<file path="config.mk">
export PLATFORM = sky130hd
export DESIGN_NAME = alu_share_ctrl_flat
export DESIGN_NICKNAME = d
export VERILOG_FILES = /design/src/rtl/alu_share_ctrl_if.sv /design/src/rtl/alu_share_ctrl.sv /design/src/flat_wrapper.sv
export SDC_FILE = /design/constraint.sdc
export NUM_CORES = 1
export LEC_CHECK = 0
export CAP_MARGIN = 15
export CORE_UTILIZATION = 43
export DETAILED_ROUTE_END_ITERATION = 8
export GPL_ROUTABILITY_DRIVEN = 1
export PLACE_DENSITY = 0.87
export RECOVER_POWER = 50
export SKIP_CTS_REPAIR_TIMING = 1
export SYNTH_ARGS = -nofsm -noshare
export SYNTH_HDL_FRONTEND = slang
export SYNTH_SLANG_ARGS = --single-unit
</file>
<file path="constraint.sdc">
create_clock -name clk -period 2.65 [get_ports clk]
set_input_delay 0.795 -clock clk [delete_from_list [all_inputs] [get_ports clk]]
set_output_delay 0.795 -clock clk [all_outputs]
set_load 0.02 [all_outputs]
</file>
<file path="src/rtl/alu_share_ctrl_if.sv">
// alu_share_ctrl_if
//   Request/response bundle between the two ALU requesters and alu_share_ctrl.
//   slave  : the controller side (accepts requests, issues responses).
//   master : the requester side (issues requests, takes responses).
//   Signals:
//     rX_valid/rX_ready         request handshake for requester X
//     rX_sel/rX_a/rX_b          op code and operands
//     rX_cin/rX_sign            carry-in and signed-overflow select
//     rX_rsp_valid/rX_rsp_ready response handshake for requester X
//     rsp_data/rsp_zero/rsp_ovf captured result, shared by both requesters
interface alu_share_ctrl_if;
    logic        r0_valid;
    logic        r0_ready;
    logic [3:0]  r0_sel;
    logic [31:0] r0_a;
    logic [31:0] r0_b;
    logic        r0_cin;
    logic        r0_sign;
    logic        r0_rsp_valid;
    logic        r0_rsp_ready;

    logic        r1_valid;
    logic        r1_ready;
    logic [3:0]  r1_sel;
    logic [31:0] r1_a;
    logic [31:0] r1_b;
    logic        r1_cin;
    logic        r1_sign;
    logic        r1_rsp_valid;
    logic        r1_rsp_ready;

    logic [31:0] rsp_data;
    logic        rsp_zero;
    logic        rsp_ovf;

    modport slave (
        input  r0_valid, r0_sel, r0_a, r0_b, r0_cin, r0_sign, r0_rsp_ready,
        input  r1_valid, r1_sel, r1_a, r1_b, r1_cin, r1_sign, r1_rsp_ready,
        output r0_ready, r0_rsp_valid, r1_ready, r1_rsp_valid,
        output rsp_data, rsp_zero, rsp_ovf
    );

    modport master (
        output r0_valid, r0_sel, r0_a, r0_b, r0_cin, r0_sign, r0_rsp_ready,
        output r1_valid, r1_sel, r1_a, r1_b, r1_cin, r1_sign, r1_rsp_ready,
        input  r0_ready, r0_rsp_valid, r1_ready, r1_rsp_valid,
        input  rsp_data, rsp_zero, rsp_ovf
    );
endinterface

</file>
<file path="src/rtl/alu_share_ctrl.sv">
// alu_share_ctrl
//   Shares one 32-bit ALU between two requesters. Requests are arbitrated
//   round-robin, operands are registered onto the ALU, multiply (op 4'h2) is
//   held for MUL_CYCLES cycles, and the captured result/flags are returned to
//   the winning requester through a response handshake.
//   Ports:
//     clk, reset          clock, synchronous active-high reset
//     bus (slave)         request/response handshakes of both requesters
//     alu_a/alu_b         registered operands driven to the ALU
//     alu_sel             registered op code
//     alu_cin/alu_sign    registered carry-in / signed-overflow select
//     alu_out/alu_zero/alu_ovf  combinational ALU result and flags
//     busy                high whenever the controller is not idle
module alu_share_ctrl #(
    parameter int unsigned MUL_CYCLES = 2
) (
    input  logic                     clk,
    input  logic                     reset,
    alu_share_ctrl_if.slave          bus,
    output logic [31:0]              alu_a,
    output logic [31:0]              alu_b,
    output logic [3:0]               alu_sel,
    output logic                     alu_cin,
    output logic                     alu_sign,
    input  logic [31:0]              alu_out,
    input  logic                     alu_zero,
    input  logic                     alu_ovf,
    output logic                     busy
);

    localparam logic [3:0] OpMul   = 4'h2;
    localparam logic [3:0] MulLoad = 4'(MUL_CYCLES - 1);

    typedef enum logic [1:0] {StIdle, StExec, StResp} state_e;

    state_e      state_q, state_d;
    logic        last_grant_q;
    logic        owner_q;
    logic [3:0]  cnt_q;
    logic [31:0] alu_a_q, alu_b_q;
    logic [3:0]  alu_sel_q;
    logic        alu_cin_q, alu_sign_q;
    logic [31:0] rsp_data_q;
    logic        rsp_zero_q, rsp_ovf_q;

    logic        any_valid;
    logic        winner;
    logic        accept;
    logic        capture;
    logic        owner_rsp_ready;
    logic [3:0]  win_sel;
    logic [31:0] win_a, win_b;
    logic        win_cin, win_sign;

    // Round-robin: on contention the requester that did not win last time goes.
    always_comb begin
        any_valid = bus.r0_valid | bus.r1_valid;
        if (bus.r0_valid && bus.r1_valid) begin
            winner = ~last_grant_q;
        end else begin
            winner = bus.r1_valid;
        end
        win_sel         = winner ? bus.r1_sel  : bus.r0_sel;
        win_a           = winner ? bus.r1_a    : bus.r0_a;
        win_b           = winner ? bus.r1_b    : bus.r0_b;
        win_cin         = winner ? bus.r1_cin  : bus.r0_cin;
        win_sign        = winner ? bus.r1_sign : bus.r0_sign;
        owner_rsp_ready = owner_q ? bus.r1_rsp_ready : bus.r0_rsp_ready;
    end

    // State register.
    always_ff @(posedge clk) begin
        if (reset) begin
            state_q <= StIdle;
        end else begin
            state_q <= state_d;
        end
    end

    // Next-state logic.
    always_comb begin
        state_d = state_q;
        accept  = 1'b0;
        capture = 1'b0;
        unique case (state_q)
            StIdle: begin
                if (any_valid) begin
                    accept  = 1'b1;
                    state_d = StExec;
                end
            end
            StExec: begin
                if (cnt_q == 4'd0) begin
                    capture = 1'b1;
                    state_d = StResp;
                end
            end
            StResp: begin
                // Only the owner's rsp_ready completes the response.
                if (owner_rsp_ready) begin
                    state_d = StIdle;
                end
            end
            default: state_d = StIdle;
        endcase
    end

    // Outputs. ready is masked during reset so every output reads 0 then.
    always_comb begin
        busy             = (state_q != StIdle);
        bus.r0_ready     = (state_q == StIdle) && !reset && any_valid && !winner;
        bus.r1_ready     = (state_q == StIdle) && !reset && any_valid && winner;
        bus.r0_rsp_valid = (state_q == StResp) && !owner_q;
        bus.r1_rsp_valid = (state_q == StResp) && owner_q;
        bus.rsp_data     = rsp_data_q;
        bus.rsp_zero     = rsp_zero_q;
        bus.rsp_ovf      = rsp_ovf_q;
        alu_a            = alu_a_q;
        alu_b            = alu_b_q;
        alu_sel          = alu_sel_q;
        alu_cin          = alu_cin_q;
        alu_sign         = alu_sign_q;
    end

    // Datapath: operand registers, owner/grant tracking, hold counter, capture.
    always_ff @(posedge clk) begin
        if (reset) begin
            last_grant_q <= 1'b1;
            owner_q      <= 1'b0;
            cnt_q        <= 4'd0;
            alu_a_q      <= 32'd0;
            alu_b_q      <= 32'd0;
            alu_sel_q    <= 4'd0;
            alu_cin_q    <= 1'b0;
            alu_sign_q   <= 1'b0;
            rsp_data_q   <= 32'd0;
            rsp_zero_q   <= 1'b0;
            rsp_ovf_q    <= 1'b0;
        end else begin
            if (accept) begin
                alu_a_q      <= win_a;
                alu_b_q      <= win_b;
                alu_sel_q    <= win_sel;
                alu_cin_q    <= win_cin;
                alu_sign_q   <= win_sign;
                owner_q      <= winner;
                last_grant_q <= winner;
                cnt_q        <= (win_sel == OpMul) ? MulLoad : 4'd0;
            end else if ((state_q == StExec) && (cnt_q != 4'd0)) begin
                cnt_q <= cnt_q - 4'd1;
            end
            if (capture) begin
                rsp_data_q <= alu_out;
                rsp_zero_q <= alu_zero;
                rsp_ovf_q  <= alu_ovf;
            end
        end
    end

endmodule

</file>
<file path="src/flat_wrapper.sv">
// flat-port wrapper written by rule: the top's interface ports become plain ports
module alu_share_ctrl_flat 
#(
    parameter int unsigned MUL_CYCLES = 2
)
  (clk, reset, alu_a, alu_b, alu_sel, alu_cin, alu_sign, alu_out, alu_zero, alu_ovf, busy, bus_r0_valid, bus_r0_sel, bus_r0_a, bus_r0_b, bus_r0_cin, bus_r0_sign, bus_r0_rsp_ready, bus_r1_valid, bus_r1_sel, bus_r1_a, bus_r1_b, bus_r1_cin, bus_r1_sign, bus_r1_rsp_ready, bus_r0_ready, bus_r0_rsp_valid, bus_r1_ready, bus_r1_rsp_valid, bus_rsp_data, bus_rsp_zero, bus_rsp_ovf);
  alu_share_ctrl_if bus_i ();
  input  logic clk;
  input  logic reset;
  output logic [31:0] alu_a;
  output logic [31:0] alu_b;
  output logic [3:0] alu_sel;
  output logic alu_cin;
  output logic alu_sign;
  input  logic [31:0] alu_out;
  input  logic alu_zero;
  input  logic alu_ovf;
  output logic busy;
  input wire logic [$bits(bus_i.r0_valid)-1:0] bus_r0_valid;
  input wire logic [$bits(bus_i.r0_sel)-1:0] bus_r0_sel;
  input wire logic [$bits(bus_i.r0_a)-1:0] bus_r0_a;
  input wire logic [$bits(bus_i.r0_b)-1:0] bus_r0_b;
  input wire logic [$bits(bus_i.r0_cin)-1:0] bus_r0_cin;
  input wire logic [$bits(bus_i.r0_sign)-1:0] bus_r0_sign;
  input wire logic [$bits(bus_i.r0_rsp_ready)-1:0] bus_r0_rsp_ready;
  input wire logic [$bits(bus_i.r1_valid)-1:0] bus_r1_valid;
  input wire logic [$bits(bus_i.r1_sel)-1:0] bus_r1_sel;
  input wire logic [$bits(bus_i.r1_a)-1:0] bus_r1_a;
  input wire logic [$bits(bus_i.r1_b)-1:0] bus_r1_b;
  input wire logic [$bits(bus_i.r1_cin)-1:0] bus_r1_cin;
  input wire logic [$bits(bus_i.r1_sign)-1:0] bus_r1_sign;
  input wire logic [$bits(bus_i.r1_rsp_ready)-1:0] bus_r1_rsp_ready;
  output wire logic [$bits(bus_i.r0_ready)-1:0] bus_r0_ready;
  output wire logic [$bits(bus_i.r0_rsp_valid)-1:0] bus_r0_rsp_valid;
  output wire logic [$bits(bus_i.r1_ready)-1:0] bus_r1_ready;
  output wire logic [$bits(bus_i.r1_rsp_valid)-1:0] bus_r1_rsp_valid;
  output wire logic [$bits(bus_i.rsp_data)-1:0] bus_rsp_data;
  output wire logic [$bits(bus_i.rsp_zero)-1:0] bus_rsp_zero;
  output wire logic [$bits(bus_i.rsp_ovf)-1:0] bus_rsp_ovf;
  assign bus_i.r0_valid = bus_r0_valid;
  assign bus_i.r0_sel = bus_r0_sel;
  assign bus_i.r0_a = bus_r0_a;
  assign bus_i.r0_b = bus_r0_b;
  assign bus_i.r0_cin = bus_r0_cin;
  assign bus_i.r0_sign = bus_r0_sign;
  assign bus_i.r0_rsp_ready = bus_r0_rsp_ready;
  assign bus_i.r1_valid = bus_r1_valid;
  assign bus_i.r1_sel = bus_r1_sel;
  assign bus_i.r1_a = bus_r1_a;
  assign bus_i.r1_b = bus_r1_b;
  assign bus_i.r1_cin = bus_r1_cin;
  assign bus_i.r1_sign = bus_r1_sign;
  assign bus_i.r1_rsp_ready = bus_r1_rsp_ready;
  assign bus_r0_ready = bus_i.r0_ready;
  assign bus_r0_rsp_valid = bus_i.r0_rsp_valid;
  assign bus_r1_ready = bus_i.r1_ready;
  assign bus_r1_rsp_valid = bus_i.r1_rsp_valid;
  assign bus_rsp_data = bus_i.rsp_data;
  assign bus_rsp_zero = bus_i.rsp_zero;
  assign bus_rsp_ovf = bus_i.rsp_ovf;
  alu_share_ctrl #(.MUL_CYCLES(MUL_CYCLES)) u_core (.clk(clk), .reset(reset), .bus(bus_i), .alu_a(alu_a), .alu_b(alu_b), .alu_sel(alu_sel), .alu_cin(alu_cin), .alu_sign(alu_sign), .alu_out(alu_out), .alu_zero(alu_zero), .alu_ovf(alu_ovf), .busy(busy));
endmodule
</file>
* After elaboration in Yosys (flattened, before gate mapping)
Index checks and enable logic that the tools add are counted.
Word-level totals: input bits 180, flip-flop bits (word level) 112, output and inout bits 109, logic and storage cells 56
Cells by class: add/sub/neg operators 1, reductions and logical operators 17, bitwise operators 2, mux-type cells 18, eq/ne operators 6
Operators with widths (number):
- $mux W32 | 2
- $mux W4 | 3
- $mux W1 | 9
- $logic_and A1 B1 Y1 | 8
- $mux W2 | 3
- $ne A2 B1 Y1 const B | 3
- $pmux W2 S3 | 1
- $eq A4 B2 Y1 const B | 1
- $logic_not A4 Y1 | 1
- $reduce_bool A2 Y1 | 2
- $reduce_bool A4 Y1 | 1
- $sub A4 B1 Y4 const B | 1
- $logic_not A1 Y1 | 3
- $reduce_and A3 Y1 | 1
- $eq A2 B1 Y1 const B | 1
- $eq A2 B2 Y1 const B | 1
- $logic_not A2 Y1 | 1
- $not A1 Y1 | 1
- $or A1 B1 Y1 | 1

* Longest topological paths before layout
Gate-level depths: netlist of run 1.
depth in word-level cells 6, gate-level depth with buffers 8

* Least setup slack after synthesis of run 1
No wires, ideal clock.
kind input-to-output, start point input port bus_r1_valid, end point output port bus_r1_ready, data required time 1.855 ns, arrival 1.765 ns, path slack 0.090 ns, cell stages on the path 3, path through a21boi_2 > buf_6 > nor3b_1
Between the ends: word-level cells in the longest chain between the ends 3, elaborated cells on any way between the ends 5
RTL lines:
- start, declared | line flat_wrapper.sv:26 | input wire logic [$bits(bus_i.r1_valid)-1:0] bus_r1_valid;
- $or A1 B1 Y1 / $logic_and A1 B1 Y1 (equally long branches) | line alu_share_ctrl.sv:57, alu_share_ctrl.sv:58
- $logic_and A1 B1 Y1 / $mux W1 (equally long branches) | line alu_share_ctrl.sv:112, alu_share_ctrl.sv:58
- $logic_and A1 B1 Y1 * | line alu_share_ctrl.sv:112 | bus.r1_ready = (state_q == StIdle) && !reset && any_valid && winner;
- end, declared | line flat_wrapper.sv:35 | output wire logic [$bits(bus_i.r1_ready)-1:0] bus_r1_ready;
Mark *: on every way between the ends. The rest lies on a longest branch, timed or not.

* Worst setup path in the final report of run 1
start point register u_core.state_q[1], end point output port bus_r0_rsp_valid
Between the ends: word-level cells in the longest chain between the ends 2
RTL lines:
- start, declared | line alu_share_ctrl.sv:36 | state_e state_q, state_d;
- start signal, assigned | line alu_share_ctrl.sv:74 | state_q <= StIdle;
- start signal, assigned | line alu_share_ctrl.sv:76 | state_q <= state_d;
- $eq A2 B2 Y1 | line alu_share_ctrl.sv:113 | bus.r0_rsp_valid = (state_q == StResp) && !owner_q;
- $logic_and A1 B1 Y1 | line alu_share_ctrl.sv:113
- end, declared | line flat_wrapper.sv:34 | output wire logic [$bits(bus_i.r0_rsp_valid)-1:0] bus_r0_rsp_valid;
No other way between the ends.

==> out/qor.yml, run 1 <==
timing.final.ws_setup_ns: 0.1635
syn_avg_cell_area_um2: 10.57
worst_slew_pin_slew_ns: 1.255
p_leak_uw: 0.003106
netlist_instances: 515
portBuffers: 288
htreeDepth: 3
required_ns: 1.86
finalClockSkew_ns: 0.005370
finalMaxSlewViolations: 0
placed_cells: 942
syn_nets: 697
via_count: 4732
ys_types: 40
slew_headroom_pct: 16.32
rr_startpoint: "u_core.cnt_q[0]$_SDFFE_PP0P_"
wire_per_inst_um: 15.56
critPathArrivalTime_ns: 1.69
setup_viol: 0
grt_pass1_wl_mm: 23.09
finalCritPeriodShare_pct: 93.83
clockPowerShare_pct: 24.7
power_density_nw_per_um2: 634.1
ys_ff_latch: 112
core_um2: 12160
grt-ovfl-total: 0
die_y_um: 114.5
grtUsageTotal_pct: 22.32
drv_cap: 0
timing.hold.ws_ns: 0.4608
grt_max_degree: 72
grt_pass1_vias: 4872
netlist_area_um2: 5445
cts_tree: "yes"
synth_seq_area_share_pct: 41.18
die-width_um: 114.5
cts.reportedPaths.clkPinSlew_ns: 0.07
utilization_pct: 69.80
status: "finished, final reports clean"
grt_setup_unrepaired: "no"
cts_sinks: 112
hold_class: "flip-flop to flip-flop"
pwr-share-seq_pct: 37.9
worstSetupPathType: "flip-flop to primary output"
drive_gt1_share_pct: 16.96
row_count: 40
comb_power_share_pct: 37.4
net-switching-power_uw: 1718
grt_antenna_before_repair: 1
p_int_uw: 3665
ios: 289
clockBufferDepth: 2
fin_crit_ns: 2.487
yosysWarnings: 0
synth_edf_count: 0
worst-path-max-fanout: 3
swShare_pct: 31.92
area_delta_synth_final_pct: 55.91
start_util_pct: 44.77
r2r_slack_ns: 0.42
ant_nets: 0
endpoint_kind: "primary output"
fp.dieArea_um2: 13120
dp_hpwl_mm: 11.54
dp_slack_ns: -0.6253
final_nets: 968
synth-async-reset-ratio_pct: 0
gp_congestion: 0.7420
setup.worst_path.start: "u_core.state_q[1]$_SDFFE_PP0P_"
ys.flop_type: "dfxtp_1"
clk_latency_ns: 0.34
hold_viol: 0
first_pass_iters: 4
hold_start: "u_core.bus.rsp_data[10]$_SDFFE_PP0P_"
drtIter0Drc: 178
route.detailed.drc: 0
fin_cells: 959
clock-root-buffer: "clkbuf_16"
peakVddDrop_uv: 410.6
viasPerCell: 4.934
fmax_mhz: 402.2
wl_mm: 14.92
cts_buffers: 9
cp-start-kind: "flip-flop"
-- cell usage after synthesis, types with 2 or more instances --
library cell / number / area share (%)
nor3_1: 6 / 0.55
mux2i_1: 70 / 13
nand2_2: 30 / 3.4
buf_6: 6 / 1.2
nor2b_1: 3 / 0.34
buf_12: 10 / 3.7
xor2_1: 2 / 0.32
buf_4: 7 / 0.97
a21oi_1: 5 / 0.46
a21oi_2: 30 / 4.8
o21ai_0: 2 / 0.18
ha_1: 2 / 0.46
inv_1: 2 / 0.14
nand2_1: 41 / 2.8
nand3_1: 2 / 0.18
a211oi_2: 69 / 16
nor2_1: 74 / 5.1
clkbuf_1: 11 / 0.76
nor2_4: 2 / 0.41
dfxtp_1: 112 / 41
buf_2: 10 / 0.92
-- registers in the layout, indices dropped and copies added (netlist names) --
name / count
u_core.bus.rsp_zero: 1
u_core.bus.rsp_ovf: 1
u_core.alu_cin: 1
u_core.alu_sign: 1
u_core.cnt_q: 4
u_core.state_q: 2
u_core.bus.rsp_data: 32
u_core.owner_q: 1
u_core.alu_b: 32
u_core.alu_sel: 4
u_core.last_grant_q: 1
u_core.alu_a: 32
-- through the flow --
step	power, uW	area [um^2]	TNS, ns
2_1_floorplan	3308	5445	0
3_3_place_gp	4086	8323	-1.592
3_5_place_dp	4157	8323	-2.847
4_1_cts	5486	8612	-1.257
5_1_grt	5648	8489	0
6_report	5384	8489	0
-- path summary, 6_finish.rpt --
check,endpoint,depth (start not counted)
hold reg to reg,u_core.bus.rsp_data[10]$_SDFFE_PP0P_,2
hold / removal,u_core.bus.rsp_data[10]$_SDFFE_PP0P_,2
setup / recovery,bus_r0_rsp_valid,3
setup reg to reg,u_core.bus.rsp_data[30]$_SDFFE_PP0P_,7
-- area by class of cell --
| type | count | area, um^2 |
|---|---|---|
| Multi-Input combinational cell | 356 | 2674 |
| Tap cell | 168 | 210.2 |
| Fill cell | 926 | 3672 |
| Inverter | 3 | 11.26 |
| Antenna cell | 1 | 2.502 |
| Sequential cell | 112 | 2242 |
| Clock buffer | 12 | 246.5 |
| Timing Repair Buffer | 304 | 3060 |
| Clock inverter | 3 | 42.54 |
-- layout by cell type, fill, tap and decap left out, drive strengths merged, types with 2 or more instances in the layout --
cell             n
clkbuf          17
ha               2
nand3            2
mux2i           70
and2             2
inv              3
dlygate4sd3      7
o21ai            2
nand2           71
nor2b            4
nor3             6
dfxtp          112
a21oi           35
buf             15
nor2            76
xor2             2
a211oi          70
clkdlybuf4s50  276
-- power by group through the flow --
stage               Clock (uW)  Combinational (uW)  Sequential, uW
floorplan                    0                 973            2330
global placement             0                2020            2060
detailed placement           0                2080            2080
CTS                       1360                2090            2040
global route              1430                2150            2070
finish                    1330                2010            2040
-- cells by family after synthesis --
family / count (synthesis) / synth area share [%]
flip-flops: 112 / 41.18
buffers and inverters: 47 / 7.766
XOR/XNOR: 2 / 0.3217
AO/OA/AOI/OAI: 115 / 22.98
multiplexers: 70 / 12.87
AND/OR/NAND/NOR: 167 / 14.43
adder cells (fa/ha/maj): 2 / 0.4595
-- worst max-delay path, stage by stage (launching register included) --
cell,delay (ns)
dfxtp_1,0.38
nor2b_1,0.20
nor2b_1,0.16
clkdlybuf4s50_1,0.62
-- layer usage --
layer	track usage, %	routed length [um]
met1	22.25	5486
met5	0	0
met3	8.100	1411
met4	9.437	410
met2	41.58	7612
No activity file was read; power rests on OpenSTA's default activity.
==> run 2: changes to the inputs <==
--- a/config.mk
+++ b/config.mk
@@ -9,7 +9,7 @@
 export CORE_UTILIZATION = 43
 export DETAILED_ROUTE_END_ITERATION = 8
 export GPL_ROUTABILITY_DRIVEN = 1
-export PLACE_DENSITY = 0.87
+export PLACE_DENSITY = 0.84
 export RECOVER_POWER = 50
 export SKIP_CTS_REPAIR_TIMING = 1
 export SYNTH_ARGS = -nofsm -noshare
==> out/qor.yml, run 2 (synthesis gave the netlist of run 1 again) <==
die_y_um: 114.5
first_pass_iters: 4
fin_area_um2: 8223
required_ns: 1.86
hold_class: "flip-flop to flip-flop"
hold_viol: 0
r2r_slack_ns: 0.36
status: "finished with violations"
drive_gt1_share_pct: 11.18
wl_mm: 15.25
drv_cap: 0
finalClockSkew_ns: 0.006164
drtIter0Drc: 142
setup.worst_path.start: "u_core.state_q[1]$_SDFFE_PP0P_"
peakVddDrop_uv: 440.7
clk_latency_ns: 0.34
regArea_um2: 2242
fmax_mhz: 394.3
portBuffers: 288
grt_pass1_wl_mm: 22.60
p_leak_uw: 0.003046
gp_congestion: 0.7985
grt_max_degree: 113
cts_buffers: 9
slew_headroom_pct: -0.01823
crit_end: "bus_r0_rsp_valid"
wire_per_inst_um: 15.97
grt_antenna_before_repair: 0
core_um2: 12160
worst-path-max-fanout: 3
antenna_cells: 0
cts_sinks: 112
setup_viol: 0
ant_nets: 0
power_density_nw_per_um2: 652.0
use_met1_pct: 22.94
final_common_cell: "clkdlybuf4s50_1"
worstSetupPathType: "flip-flop to primary output"
start_util_pct: 44.77
grt_pass1_vias: 4737
cp-start-kind: "flip-flop"
cts.reportedPaths.clkPinSlew_ns: 0.07
via_count: 4759
multi_input_area_um2: 2442
cts_tree: "yes"
clock-root-buffer: "clkbuf_16"
finalCritPeriodShare_pct: 95.70
n_fill_cell: 983
finalMaxSlewViolations: 7
route.detailed.drc: 0
finalPower_uw: 5361
grt-ovfl-total: 0
r2r-end: "u_core.bus.rsp_zero$_SDFFE_PP0P_"
fin_crit_ns: 2.536
grtUsageTotal_pct: 21.92
violations: "slew limit"
fp.dieArea_um2: 13120
dpl-instance-area_um2: 8265
ff2ff_path_depth: 7
htreeDepth: 3
rr_startpoint: "u_core.cnt_q[0]$_SDFFE_PP0P_"
ios: 289
dp_slack_ns: -0.4605
grt_setup_unrepaired: "no"
dp_hpwl_mm: 11.29
critPathArrivalTime_ns: 1.74
timing.final.ws_setup_ns: 0.1140
worst_slew_pin_slew_ns: 1.500
timing.hold.ws_ns: 0.4579
busiest_layer: "met2"
grtUsageMet2_pct: 41.17
layout_common_cells: "clkdlybuf4s50_1 (283), dfxtp_1 (112), nor2_1 (74)"
die-width_um: 114.5
endpoint_kind: "primary output"
viasPerCell: 4.983
utilization_pct: 67.61
row_count: 40
area_delta_synth_final_pct: 51.01
use_met3_pct: 6.723
clockBufferDepth: 2
final_nets: 964
run 2: changes by cell type in the layout (fill, tap and decap cells not counted), sizes merged, moves of 2 or more:
| cell | delta |
|---|---|
| clkinv | +2 |
| clkdlybuf4s50 | +7 |
| clkbuf | -4 |
| buf | -4 |
| dlygate4sd3 | -7 |
run 2: worst min path at each step:
stage | start | to | slack (ns) | depth (start not counted)
CTS | u_core.bus.rsp_zero$_SDFFE_PP0P_ | u_core.bus.rsp_zero$_SDFFE_PP0P_ | 0.47 | 2
detailed placement | u_core.bus.rsp_zero$_SDFFE_PP0P_ | u_core.bus.rsp_zero$_SDFFE_PP0P_ | 0.45 | 2
floorplan | u_core.owner_q$_SDFFE_PP0P_ | u_core.owner_q$_SDFFE_PP0P_ | 0.49 | 1
global route | u_core.bus.rsp_data[21]$_SDFFE_PP0P_ | u_core.bus.rsp_data[21]$_SDFFE_PP0P_ | 0.48 | 2
finish | u_core.bus.rsp_data[22]$_SDFFE_PP0P_ | u_core.bus.rsp_data[22]$_SDFFE_PP0P_ | 0.46 | 2
global placement | u_core.bus.rsp_ovf$_SDFFE_PP0P_ | u_core.bus.rsp_ovf$_SDFFE_PP0P_ | 0.44 | 2
run 2: power breakdown:
| part | internal [uW] | total [uW] | switching [uW] |
|---|---|---|---|
| logic | 919 | 1870 | 949 |
| clock network | 831 | 1450 | 621 |
| registers | 1920 | 2040 | 125 |
| total | 3670 | 5360 | 1700 |
run 2: cell type report:
type	count	share of cell area (%)
tap	168	2.556
multi-input combinational	356	29.70
inverter	3	0.1369
timing repair buffer	300	36.44
clock buffer	9	2.739
sequential	112	27.27
clock inverter	7	1.156
run 2: critical path, stage by stage (launching register included):
cell and delay, ns:
dfxtp_1 0.39, nor2b_1 0.22, nor2b_1 0.15, clkdlybuf4s50_1 0.64
run 2: per-layer routing:
metal	vias up	wire length, um
met4	0	299
li1	2333	-
met1	2217	5884
met2	186	7706
met5	-	0
met3	23	1364
run 2: metrics by stage:
stage	std cells	setup TNS, ns
2_1_floorplan	515	0
4_1_cts	954	-0.7139
6_report	955	0
3_5_place_dp	938	-0.9110
5_1_grt	955	0
3_3_place_gp	938	-0.7823
